--- config.mk ---
export PLATFORM = sky130hd
export DESIGN_NAME = button_event_queue
export DESIGN_NICKNAME = d
export VERILOG_FILES = /design/src/rtl/button_event_queue.sv
export SDC_FILE = /design/constraint.sdc
export NUM_CORES = 1
export LEC_CHECK = 0
export BUFFER_PORTS_ARGS = -buffer_cell sky130_fd_sc_hd__buf_2
export CAP_MARGIN = 20
export CORE_MARGIN = 4
export CORE_UTILIZATION = 48
export DETAILED_ROUTE_END_ITERATION = 8
export GPL_ROUTABILITY_DRIVEN = 0
export PLACE_DENSITY_LB_ADDON = 0.2
export SLEW_MARGIN = 40
export SYNTH_ARGS = -nofsm -noshare
export SYNTH_HDL_FRONTEND = slang
export SYNTH_SLANG_ARGS = --single-unit
--- constraint.sdc ---
create_clock -name iClk -period 6.35 [get_ports iClk]
set_clock_uncertainty 0.1 [all_clocks]
set_input_delay 0.3175 -clock iClk [delete_from_list [all_inputs] [get_ports iClk]]
set_output_delay 0.3175 -clock iClk [all_outputs]
set_load 0.02 [all_outputs]
--- src/rtl/button_event_queue.sv ---
// Serializes per-channel edge pulses into a FIFO of channel indices, lowest
// channel first, with a sticky overflow flag for edges that merge into a pending bit.
module button_event_queue #(
    parameter int P_BUTTON_WIDTH = 5,
    parameter int P_IDX_WIDTH    = 3,
    parameter int P_DEPTH_LOG2   = 2
) (
    input  logic                      iClk,
    input  logic                      iRst_n,
    input  logic [P_BUTTON_WIDTH-1:0] iButtonEdge,
    output logic                      oEvtValid,
    output logic [P_IDX_WIDTH-1:0]    oEvtIdx,
    input  logic                      iEvtReady,
    output logic                      oOverflow,
    input  logic                      iClrOverflow,
    output logic [P_DEPTH_LOG2:0]     oCount
);

    localparam int DEPTH = 1 << P_DEPTH_LOG2;

    logic [P_BUTTON_WIDTH-1:0] pending_q, pending_d, grant;
    logic [P_IDX_WIDTH-1:0]    mem_q [DEPTH];
    logic [P_DEPTH_LOG2-1:0]   wr_ptr_q, rd_ptr_q;
    logic [P_DEPTH_LOG2:0]     count_q;
    logic                      overflow_q;
    logic                      full, push, pop, drop;
    logic [P_IDX_WIDTH-1:0]    grant_idx;

    // Scan high to low so the lowest set bit is the last assignment and wins.
    always_comb begin
        grant_idx = '0;
        for (int i = P_BUTTON_WIDTH - 1; i >= 0; i--) begin
            if (pending_q[i]) grant_idx = P_IDX_WIDTH'(i);
        end
    end

    assign oEvtValid = (count_q != '0);
    assign full      = (count_q == (P_DEPTH_LOG2 + 1)'(DEPTH));
    assign pop       = oEvtValid & iEvtReady;
    assign push      = (|pending_q) & (~full | pop);
    assign grant     = push ? (pending_q & (~pending_q + P_BUTTON_WIDTH'(1))) : '0;
    // An edge on a still-pending, ungranted channel merges and is lost.
    assign drop      = |(iButtonEdge & pending_q & ~grant);
    assign pending_d = (pending_q & ~grant) | iButtonEdge;

    assign oEvtIdx   = mem_q[rd_ptr_q];
    assign oOverflow = overflow_q;
    assign oCount    = count_q;

    always_ff @(posedge iClk or negedge iRst_n) begin
        if (!iRst_n) begin
            pending_q  <= '0;
            wr_ptr_q   <= '0;
            rd_ptr_q   <= '0;
            count_q    <= '0;
            overflow_q <= 1'b0;
            for (int i = 0; i < DEPTH; i++) mem_q[i] <= '0;
        end else begin
            pending_q <= pending_d;
            if (push) begin
                mem_q[wr_ptr_q] <= grant_idx;
                wr_ptr_q        <= wr_ptr_q + 1'b1;
            end
            if (pop) rd_ptr_q <= rd_ptr_q + 1'b1;
            case ({push, pop})
                2'b10:   count_q <= count_q + 1'b1;
                2'b01:   count_q <= count_q - 1'b1;
                default: count_q <= count_q;
            endcase
            if (drop)              overflow_q <= 1'b1;
            else if (iClrOverflow) overflow_q <= 1'b0;
        end
    end

endmodule

==> Yosys cells after proc, flatten, opt, wreduce, memory -nomap -nowiden <==
Index checks and enable logic that the tools add are counted.
{ "word_totals": {"wordCells": 54, "register_bits": 25, "inputBits": 9, "output_inout_bits": 8} }
{ "classes": {"mux": 15, "eq_ne": 3, "reduce_logical": 6, "n_lt_le_gt_ge": 3, "n_bitwise": 13, "add_sub_neg": 5} }
{ "ops": {"columns": ["cell", "n"], "rows": [
  ["$mux 3", 8],
  ["$and 5x5->5", 4],
  ["$bwmux 12", 1],
  ["$not 5->5", 2],
  ["$reduce_or 5->1", 2],
  ["$bmux 3 s2", 1],
  ["$demux 3 s2", 1],
  ["$ge 3x3->1 const B", 2],
  ["$not 2->3", 2],
  ["$pmux 3 s2", 1],
  ["$add 5x1->5 const B", 1],
  ["$mux 5", 1],
  ["$or 5x5->5", 1],
  ["$add 2x1->2 const B", 2],
  ["$reduce_bool 2->1", 2],
  ["$add 3x1->3 const B", 1],
  ["$eq 3x3->1 const B", 1],
  ["$lt 3x1->1 const B", 1],
  ["$reduce_bool 3->1", 1],
  ["$sub 3x1->3 const B", 1],
  ["$and 1x1->1", 2],
  ["$eq 2x1->1 const B", 1],
  ["$eq 2x2->1 const B", 1],
  ["$mux 1", 2],
  ["3 further kinds", 3]
]} }

==> Logic depth before layout (Yosys ltp) <==
Gate-level depths: netlist of run 1.
{ "logic_depth": {"word_depth": 9, "depth_mapped": 9, "depth_no_buf": 9} }

==> Least setup slack after synthesis of run 1 <==
No wires, ideal clock.
{ "synth_path": {"kind": "reg-to-reg", "start": "register count_q[1] (netlist: oCount[1])", "end": "register count_q[2] (netlist: oCount[2])", "slack_ns": 4.088, "required_time_ns": 6.170, "period_less_slack_ns": 2.262, "setup_time_ns": 0.080, "n_path_buf": 0, "arrival_ns": 2.083, "path_stages_with_launch": 10, "path_cell_list": "dfrtp_1 -> nor4b_4 -> a31oi_4 -> inv_1 -> ha_1 -> inv_1 -> fa_1 -> xor2_1 -> nor2_1 -> xor2_1"} }
{ "synth_via": {"elab_chain_cells": 6, "word_cells_on_any_way": 12, "cone_classes": "add/sub (2); eq/ne (3); mux (1); bitwise (4); reduce/logical (2)"} }
{ "synth_lines": {"columns": ["element", "line", "text"], "rows": [
  ["start: declaration", "24", "logic [P_DEPTH_LOG2:0] count_q;"],
  ["start signal: assignment", "66", "2'b10: count_q <= count_q + 1'b1;"],
  ["start signal: assignment", "67", "2'b01: count_q <= count_q - 1'b1;"],
  ["start signal: assignment", "68", "default: count_q <= count_q;"],
  ["$reduce_bool 3->1 / $eq 3x3->1 (equally long branches)", "37, 38", null],
  ["$and 1x1->1 / $not 1->1 (equally long branches)", "39, 40", null],
  ["$or 1x1->1", "40", "assign push = (|pending_q) & (~full | pop);"],
  ["$and 1x1->1", "40", null],
  ["$eq 2x1->1 / $eq 2x2->1 (equally long branches)", "65", "case ({push, pop})"],
  ["$pmux 3 s2 / $reduce_bool 2->1 (equally long branches)", null, null]
]} }
Several ways; a longest one is shown, not always the timed one.
A chain may end at the register's enable or synchronous reset.

==> Worst setup path after layout of run 1 <==
{ "layout_path": {"start": "register count_q[0] (netlist: oCount[0])", "end": "register count_q[2] (netlist: oCount[2])"} }
Same word-level chain as after synthesis.

==> results of run 1 <==
layout by cell type (no fill, tap or decap):
cell type and n:
buf_2 16, a21oi_1 2, nor4b_4 1, inv_1 9, o21ai_0 4, and2_1 1, a22o_1 1, xnor2_1 3
o22ai_1 1, mux2i_1 1, a31oi_1 1, nand4_1 1, or3_1 1, o211ai_1 1, a31oi_4 1, ha_1 5
dfrtp_1 25, xor2_1 3, mux4_2 3, nor3_1 1, nand2b_1 4, nand2_1 13, nor2_1 5, a31o_2 1
a21o_1 2, fa_1 1, clkinvlp_4 1, clkbuf_4 3, dlygate4sd3_1 1, mux2_2 12
registers in the layout, summed over array words and instances, names as in the netlist:
register	count
oCount	3
oOverflow	1
pending_q	5
rd_ptr_q	2
wr_ptr_q	2
mem_q	12
routing by layer:
layer | vias to the layer above | wire length (um) | global-route usage [%]
li1 | 399 | - | -
met1 | 414 | 959 | 17.8
met2 | 23 | 1030 | 23.5
met3 | 2 | 124 | 3.92
met4 | 0 | 21 | 4.21
met5 | - | 0 | 0
cells by family (layout without fill, tap and decap cells):
| kind of cell | Yosys count | count (layout) |
|---|---|---|
| mux | 16 | 16 |
| flops | 25 | 25 |
| compound gates | 14 | 14 |
| simple gates | 27 | 27 |
| xor+xnor | 6 | 6 |
| buf+inv | 10 | 30 |
| fa+ha+maj | 6 | 6 |
Yosys cell counts:
library cell | count | area share [%]
a21o_1 | 2 | 1.2
a21oi_1 | 2 | 0.80
a22o_1 | 1 | 0.70
a31o_2 | 1 | 0.70
a31oi_1 | 1 | 0.50
a31oi_4 | 1 | 1.7
and2_1 | 1 | 0.50
clkbuf_1 | 1 | 0.30
dfrtp_1 | 25 | 50
fa_1 | 1 | 1.6
ha_1 | 5 | 5.0
inv_1 | 9 | 2.7
mux2_2 | 12 | 11
mux2i_1 | 1 | 0.80
mux4_2 | 3 | 5.4
nand2_1 | 13 | 3.9
nand2b_1 | 4 | 2.0
nand4_1 | 1 | 0.50
nor2_1 | 5 | 1.5
nor3_1 | 1 | 0.40
nor4b_4 | 1 | 1.9
o211ai_1 | 1 | 0.60
o21ai_0 | 4 | 1.6
o22ai_1 | 1 | 0.50
or3_1 | 1 | 0.50
xnor2_1 | 3 | 2.1
xor2_1 | 3 | 2.1
final cells by class:
cell class	count	area, um2	share of cell area [%]
clock buffers	3	22.5	1.60
inverters	9	33.8	2.40
clock inverters	1	7.51	0.533
multi-input cells	69	592	42.0
well taps	30	37.5	2.66
flip-flops and latches	25	626	44.4
repair buffers	17	90.1	6.39
report_power, final:
part           switching [uW]  internal, uW  leakage [uW]
logic                     122           119      0.000379
clock network            49.5          24.1     0.0000139
registers                48.1           208      0.000299
total                     220           351      0.000692
timing repair:
item,in CTS,in global routing
hold endpoints to repair,25,0
setup buffers,0,0
hold buffers,1,0
through the flow:
stage	util (%)	setup slack (ns)	instance area, um2
3_5_place_dp	55.3	3.94	1370
3_3_place_gp	55.3	4.04	1370
4_1_cts	56.9	3.94	1410
2_1_floorplan	-	4.09	1250
6_report	56.9	3.98	1410
5_1_grt	56.9	3.78	1410
final timing paths:
check / start / slack, ns / endpoint / depth (start not counted)
setup / recovery: oCount[0]$_DFFE_PN0P_ / 3.98 / oCount[2]$_DFFE_PN0P_ / 9
hold / removal: iButtonEdge[4] / 0.08 / pending_q[4]$_DFF_PN0_ / 2
setup reg to reg: oCount[0]$_DFFE_PN0P_ / 3.98 / oCount[2]$_DFFE_PN0P_ / 9
hold reg to reg: mem_q[9]$_DFFE_PN0P_ / 0.42 / mem_q[9]$_DFFE_PN0P_ / 1
max in group asynchronous: iRst_n / 5.40 / oCount[1]$_DFFE_PN0P_ / 2
min in group asynchronous: iRst_n / 0.37 / mem_q[10]$_DFFE_PN0P_ / 2
worst max-delay path, cell delays in order (launching register included):
cell and delay [ns]:
dfrtp_1 0.47, nor4b_4 0.53, a31oi_4 0.11, inv_1 0.09, ha_1 0.18, inv_1 0.06, fa_1 0.37, xor2_1 0.15
nor2_1 0.12, xor2_1 0.15
==> results.json, run 1 <==
{
  "start_util_pct": 50.7,
  "fmax_ghz": 0.421,
  "power.total_uw": 571,
  "rsz0062_at_grt": "false",
  "critical_path_class": "reg -> reg",
  "dpl.cell_count": 149,
  "yosys.area_share.xor_xnor_pct": 4.19,
  "syn_nets": 119,
  "syn_area_um2": 1250,
  "clockBufferDepth": 2,
  "max-vdd-ir-drop_mv": 0.225,
  "route.detailed.drc": 0,
  "die_h_um": 59.1,
  "synth_warnings": 0,
  "fp-row-count": 18,
  "syn_area_per_cell_um2": 12.1,
  "portBuffers": 16,
  "synth-adder-area-share_pct": 6.58,
  "coreArea_um2": 2480,
  "clk_latency_ns": 0.33,
  "cp.arrival_ns": 2.54,
  "synth_top_family_by_area": "multiplexers",
  "synth_mux_area_share_pct": 16.9,
  "synth_compound_area_share_pct": 8.28,
  "crit_fanout": 8,
  "vias_per_cell": 5.44,
  "synthCells": 104,
  "drt-total-wl_mm": 2.14,
  "gr-total-overflow": 0,
  "cts_made_buffers": 3,
  "cp_data_required_time_ns": 6.52,
  "whs_ns": 0.0849,
  "yosys_register_bits": 25,
  "period_minus_slack_ns": 2.37,
  "antenna_cells": 0,
  "grt_usage_pct": 14.1,
  "status": "complete, no violations",
  "seq_area_frac_synth_pct": 49.9,
  "cts-root-buf": "clkbuf_4",
  "areaGrowthSynthToFinish_pct": 12.3,
  "setup_violations": 0,
  "die-area_um2": 3500,
  "critPathLaunchType": "flop",
  "yosys.area_share.simple_pct": 11.2,
  "grt_pass1_vias": 829,
  "layoutNonFillerInstCount": 154,
  "ant_nets": 0,
  "dp_hpwl_mm": 1.70,
  "grt_pass1_wl_mm": 3.71,
  "layout.nets": 140,
  "cts_tree": "built",
  "finalCritPeriodShare_pct": 37.4,
  "setup_tns_ns": 0,
  "vias": 838,
  "dieWidth_um": 59.1,
  "yosysUniqueCellTypes": 27,
  "tightest_slew_ns": 0.540,
  "leakagePower_uw": 0.000692,
  "firstDrtPassIters": 6,
  "drive_gt1_share_pct": 30.6,
  "slew_headroom_pct": 64.0,
  "antenna_found_initial": 0,
  "slew_violations": 0,
  "wl_per_cell_um": 13.9,
  "grt_max_degree": 26,
  "first_iter_violations": 13,
  "cap_violations": 0,
  "nFillCells": 239,
  "cts.sinks": 25,
  "cts_htree_levels": 1,
  "power_density_nw_per_um2": 406,
  "hold_violations": 0,
  "ios": 17,
  "end_kind": "flop",
  "path_clk_slew_ns": 0.15,
  "cts_resized": 0,
  "hold_path_class": "in -> reg"
}
No activity file was read; power rests on OpenSTA's default activity.
==> run 2, diff against run 1 <==
Clock period 6.35 ns to 2.4 ns, I/O delays scaled along.
==> results.json, run 2 (synthesis gave the netlist of run 1 again) <==
{
  "grt_pass1_vias": 858,
  "start_util_pct": 50.7,
  "cp.arrival_ns": 2.34,
  "antenna_cells": 0,
  "grt_max_degree": 26,
  "top_layer": "met4",
  "clockBufferDepth": 2,
  "end_kind": "flop",
  "portBuffers": 16,
  "fp-row-count": 18,
  "cts_setup_buffers": 0,
  "critPathLaunchType": "flop",
  "m1WireLength_um": 986,
  "final_cell_mix": "dfrtp_1, buf_2, nand2_1",
  "fmax_ghz": 0.457,
  "wl_met3_um": 103,
  "cts_resized": 0,
  "antenna_found_initial": 0,
  "power.total_uw": 1510,
  "slew_violations": 0,
  "regMostFlops": "mem_q",
  "vias": 860,
  "die-area_um2": 3500,
  "layoutNonFillerInstCount": 161,
  "leakagePower_uw": 0.000727,
  "critical_path_class": "reg -> reg",
  "first_iter_violations": 16,
  "firstDrtPassIters": 4,
  "layout.nets": 147,
  "cts.sinks": 25,
  "setup_violations": 0,
  "areaGrowthSynthToFinish_pct": 17.2,
  "tightest_slew_ns": 0.545,
  "hold_violations": 0,
  "cp_data_required_time_ns": 2.55,
  "path_clk_slew_ns": 0.14,
  "ios": 17,
  "rsz0062_at_grt": "false",
  "layout_commonest_cell": "dfrtp_1",
  "grt_pass1_wl_mm": 3.79,
  "setup_tns_ns": 0,
  "largest_reg_flops": 12,
  "finalCritPeriodShare_pct": 91.1,
  "cap_violations": 0,
  "cts_made_buffers": 3,
  "slew_headroom_pct": 63.7,
  "dpl.cell_count": 151,
  "hold_path_class": "in -> reg",
  "cts-root-buf": "clkbuf_4",
  "vias_per_cell": 5.34,
  "route.detailed.drc": 0,
  "cts_tree": "built",
  "ctsHoldBuffers": 6,
  "wl_per_cell_um": 14.0,
  "wl_met2_mm": 1.14,
  "coreArea_um2": 2480,
  "crit_fanout": 6,
  "drt-total-wl_mm": 2.25,
  "max-vdd-ir-drop_mv": 0.707,
  "period_minus_slack_ns": 2.19,
  "dieWidth_um": 59.1,
  "clk_latency_ns": 0.32,
  "grt_usage_pct": 14.4,
  "drive_gt1_share_pct": 30.5,
  "ant_nets": 0,
  "dp_hpwl_mm": 1.71,
  "gr-total-overflow": 0,
  "status": "complete, no violations",
  "cts_htree_levels": 1,
  "die_h_um": 59.1,
  "power_density_nw_per_um2": 1020
}
## run 2: per-layer routing
layer	track usage, %	vias to the layer above
met1	17.8	425
met5	0	-
met3	4.14	2
li1	-	412
met2	24.3	21
met4	4.53	0
## run 2: stage by stage
step	utilization, %	area, um2	worst slack, ns	hold slack (ns)
5_1_grt	59.4	1470	0.0890	0.120
6_report	59.4	1470	0.213	0.100
3_5_place_dp	55.9	1380	0.255	0.0397
4_1_cts	59.4	1470	0.212	0.0949
3_3_place_gp	55.9	1380	0.331	0.0392
2_1_floorplan	-	1250	0.138	-0.276
## run 2: critical path, cell delays in order (launching register included)
cell,delay (ns)
dfrtp_1,0.46
nor2_1,0.35
a31oi_4,0.13
inv_1,0.07
ha_1,0.17
inv_1,0.06
fa_1,0.37
xor2_1,0.15
nor2_1,0.12
xor2_1,0.15
## run 2: layout make-up
cell class	instances	area, um2
fill	210	1010
sequential	25	626
multi-input combinational	69	592
timing repair buffer	24	155
tap	30	37.5
inverter	9	33.8
clock buffer	3	22.5
clock inverter	1	5.00
## run 2: report_power, final
| part | internal, uW | switching [uW] |
|---|---|---|
| logic | 328 | 316 |
| clock network | 62.4 | 127 |
| registers | 550 | 123 |
| total | 941 | 567 |
## run 2: final timing paths
path | endpoint | depth (start not counted) | start | slack, ns
worst min-delay path | rd_ptr_q[0]$_DFFE_PN0P_ | 3 | iEvtReady | 0.10
max in group asynchronous | pending_q[0]$_DFF_PN0_ | 2 | iRst_n | 1.64
worst max register to register | oCount[2]$_DFFE_PN0P_ | 9 | pending_q[1]$_DFF_PN0_ | 0.21
worst min register to register | oCount[2]$_DFFE_PN0P_ | 1 | oCount[2]$_DFFE_PN0P_ | 0.41
min in group asynchronous | mem_q[10]$_DFFE_PN0P_ | 2 | iRst_n | 0.19
worst max-delay path | oCount[2]$_DFFE_PN0P_ | 9 | pending_q[1]$_DFF_PN0_ | 0.21
==> run 3, diff against run 2 <==
--- a/config.mk
+++ b/config.mk
@@ -14,2 +14,3 @@
 export PLACE_DENSITY_LB_ADDON = 0.2
+export REMOVE_ABC_BUFFERS = 1
 export SLEW_MARGIN = 40
==> constraint.sdc (replaced) <==
create_clock -name iClk -period 2.4 [get_ports iClk]
set_clock_uncertainty 0.1 [all_clocks]
set_input_delay 0.24 -clock iClk [delete_from_list [all_inputs] [get_ports iClk]]
set_output_delay 0.24 -clock iClk [all_outputs]
set_load 0.02 [all_outputs]
==> results.json, run 3 (synthesis gave the netlist of run 1 again) <==
{
  "firstDrtPassIters": 4,
  "cts_resized": 0,
  "dpl.cell_count": 151,
  "whs_ns": -0.00101,
  "ant_nets": 0,
  "path_clk_slew_ns": 0.13,
  "grt_pass1_vias": 903,
  "end_kind": "flop",
  "coreArea_um2": 2480,
  "layout.nets": 142,
  "status": "complete, but fails checks",
  "cp_data_required_time_ns": 2.55,
  "fmax_ghz": 0.451,
  "tightest_slew_ns": 0.552,
  "clkPwrFrac_pct": 12.5,
  "p_int_uw": 938,
  "die_h_um": 59.1,
  "layoutNonFillerInstCount": 156,
  "leakagePower_uw": 0.000704,
  "cts_htree_levels": 1,
  "grt_usage_pct": 15.3,
  "dieWidth_um": 59.1,
  "slew_violations": 0,
  "power_density_nw_per_um2": 1070,
  "finalCritPeriodShare_pct": 92.4,
  "cap_violations": 0,
  "critical_path_class": "reg -> reg",
  "grt_max_degree": 26,
  "crit_family": "adder cells",
  "cts_tree": "built",
  "hold_path_class": "in -> reg",
  "layout_commonest_cell": "dfrtp_1",
  "drt-total-wl_mm": 2.21,
  "vias": 817,
  "gr-total-overflow": 0,
  "start_util_pct": 50.7,
  "vias_per_cell": 5.24,
  "setup_violations": 0,
  "slew_headroom_pct": 63.2,
  "dp_hpwl_mm": 1.70,
  "crit_fanout": 8,
  "final_util_pct": 57.3,
  "first_iter_violations": 12,
  "cts_made_buffers": 3,
  "grt_pass1_wl_mm": 3.96,
  "largest_reg_flops": 12,
  "period_minus_slack_ns": 2.22,
  "power.switching_uw": 577,
  "portBuffers": 16,
  "clk_latency_ns": 0.32,
  "antenna_found_initial": 0,
  "max-vdd-ir-drop_mv": 0.624,
  "cp_slowest_cell": "dfrtp_1",
  "path_buf_inv": 2,
  "route.detailed.drc": 0,
  "regMostFlops": "mem_q",
  "hold_violations": 1,
  "drive_gt1_share_pct": 31.0,
  "die-area_um2": 3500,
  "worstPathCellList": "nor4b_4 > a31oi_4 > inv_1 > ha_1 > inv_1 > fa_1 > xor2_1 > nor2_1 > xor2_1",
  "final_cell_mix": "dfrtp_1, buf_2, nand2_1",
  "slowest_delay_ns": 0.47,
  "fp-row-count": 18,
  "wl_per_cell_um": 14.2,
  "setup_tns_ns": 0,
  "swShare_pct": 38.1,
  "violations": "negative hold slack",
  "rsz0062_at_grt": "false",
  "critPathLaunchType": "flop",
  "combPwrFrac_pct": 42.8,
  "cts-root-buf": "clkbuf_4",
  "areaGrowthSynthToFinish_pct": 13.2,
  "ios": 17,
  "antenna_cells": 0,
  "clockBufferDepth": 2,
  "seq_power_share_pct": 44.7,
  "cp.arrival_ns": 2.37,
  "cts.sinks": 25,
  "worst-r2r-setup-slack_ns": 0.18
}
-- run 3: changes by cell type in the layout (fill, tap and decap cells not counted), sizes merged --
cell,previous run,this run
dlygate4sd3,6,1
clkbuf,3,4
clkinv,1,0
-- run 3: cell type report --
class	count	area, um2
inverters	9	33.8
well taps	30	37.5
flip-flops and latches	25	626
fillers	224	1060
multi-input cells	69	592
repair buffers	19	105
clock buffers	4	26.3
-- run 3: path summary, 6_finish.rpt --
check	startpoint	endpoint	cells after the start
setup / recovery	oCount[0]$_DFFE_PN0P_	oCount[2]$_DFFE_PN0P_	9
hold / removal	iButtonEdge[0]	pending_q[0]$_DFF_PN0_	2
setup reg to reg	oCount[0]$_DFFE_PN0P_	oCount[2]$_DFFE_PN0P_	9
hold reg to reg	mem_q[6]$_DFFE_PN0P_	mem_q[6]$_DFFE_PN0P_	1
max in group asynchronous	iRst_n	mem_q[4]$_DFFE_PN0P_	2
min in group asynchronous	iRst_n	mem_q[9]$_DFFE_PN0P_	2
-- run 3: per-layer routing --
| metal | share of wire [%] | wire length, um | vias up | GRT usage (%) |
|---|---|---|---|---|
| met4 | 1.9 | 41 | 0 | 5.83 |
| li1 | - | - | 402 | - |
| met3 | 3.1 | 69 | 5 | 2.61 |
| met2 | 50 | 1110 | 17 | 27.0 |
| met5 | 0 | 0 | - | 0 |
| met1 | 45 | 992 | 393 | 18.5 |
-- run 3: per-stage QoR --
| stage | total power (uW) | area, um2 | setup slack, ns |
|---|---|---|---|
| 5_1_grt | 1630 | 1420 | 0.0358 |
| 3_3_place_gp | 1310 | 1380 | 0.282 |
| 3_5_place_dp | 1340 | 1380 | 0.211 |
| 2_1_floorplan | 1150 | 1250 | 0.138 |
| 4_1_cts | 1530 | 1420 | 0.174 |
| 6_report | 1510 | 1420 | 0.183 |
-- run 3: what timing repair did --
action,CTS,global route
buffers inserted,0,0
hold endpoints to repair,25,0
hold buffers,1,0
-- run 3: power by group through the flow --
| stage | Combinational, uW | Sequential, uW | Clock (uW) |
|---|---|---|---|
| floorplan | 459 | 690 | 0 |
| finish | 648 | 678 | 189 |
| detailed placement | 645 | 691 | 0 |
| global placement | 632 | 676 | 0 |
| CTS | 658 | 680 | 192 |
| global route | 720 | 707 | 207 |
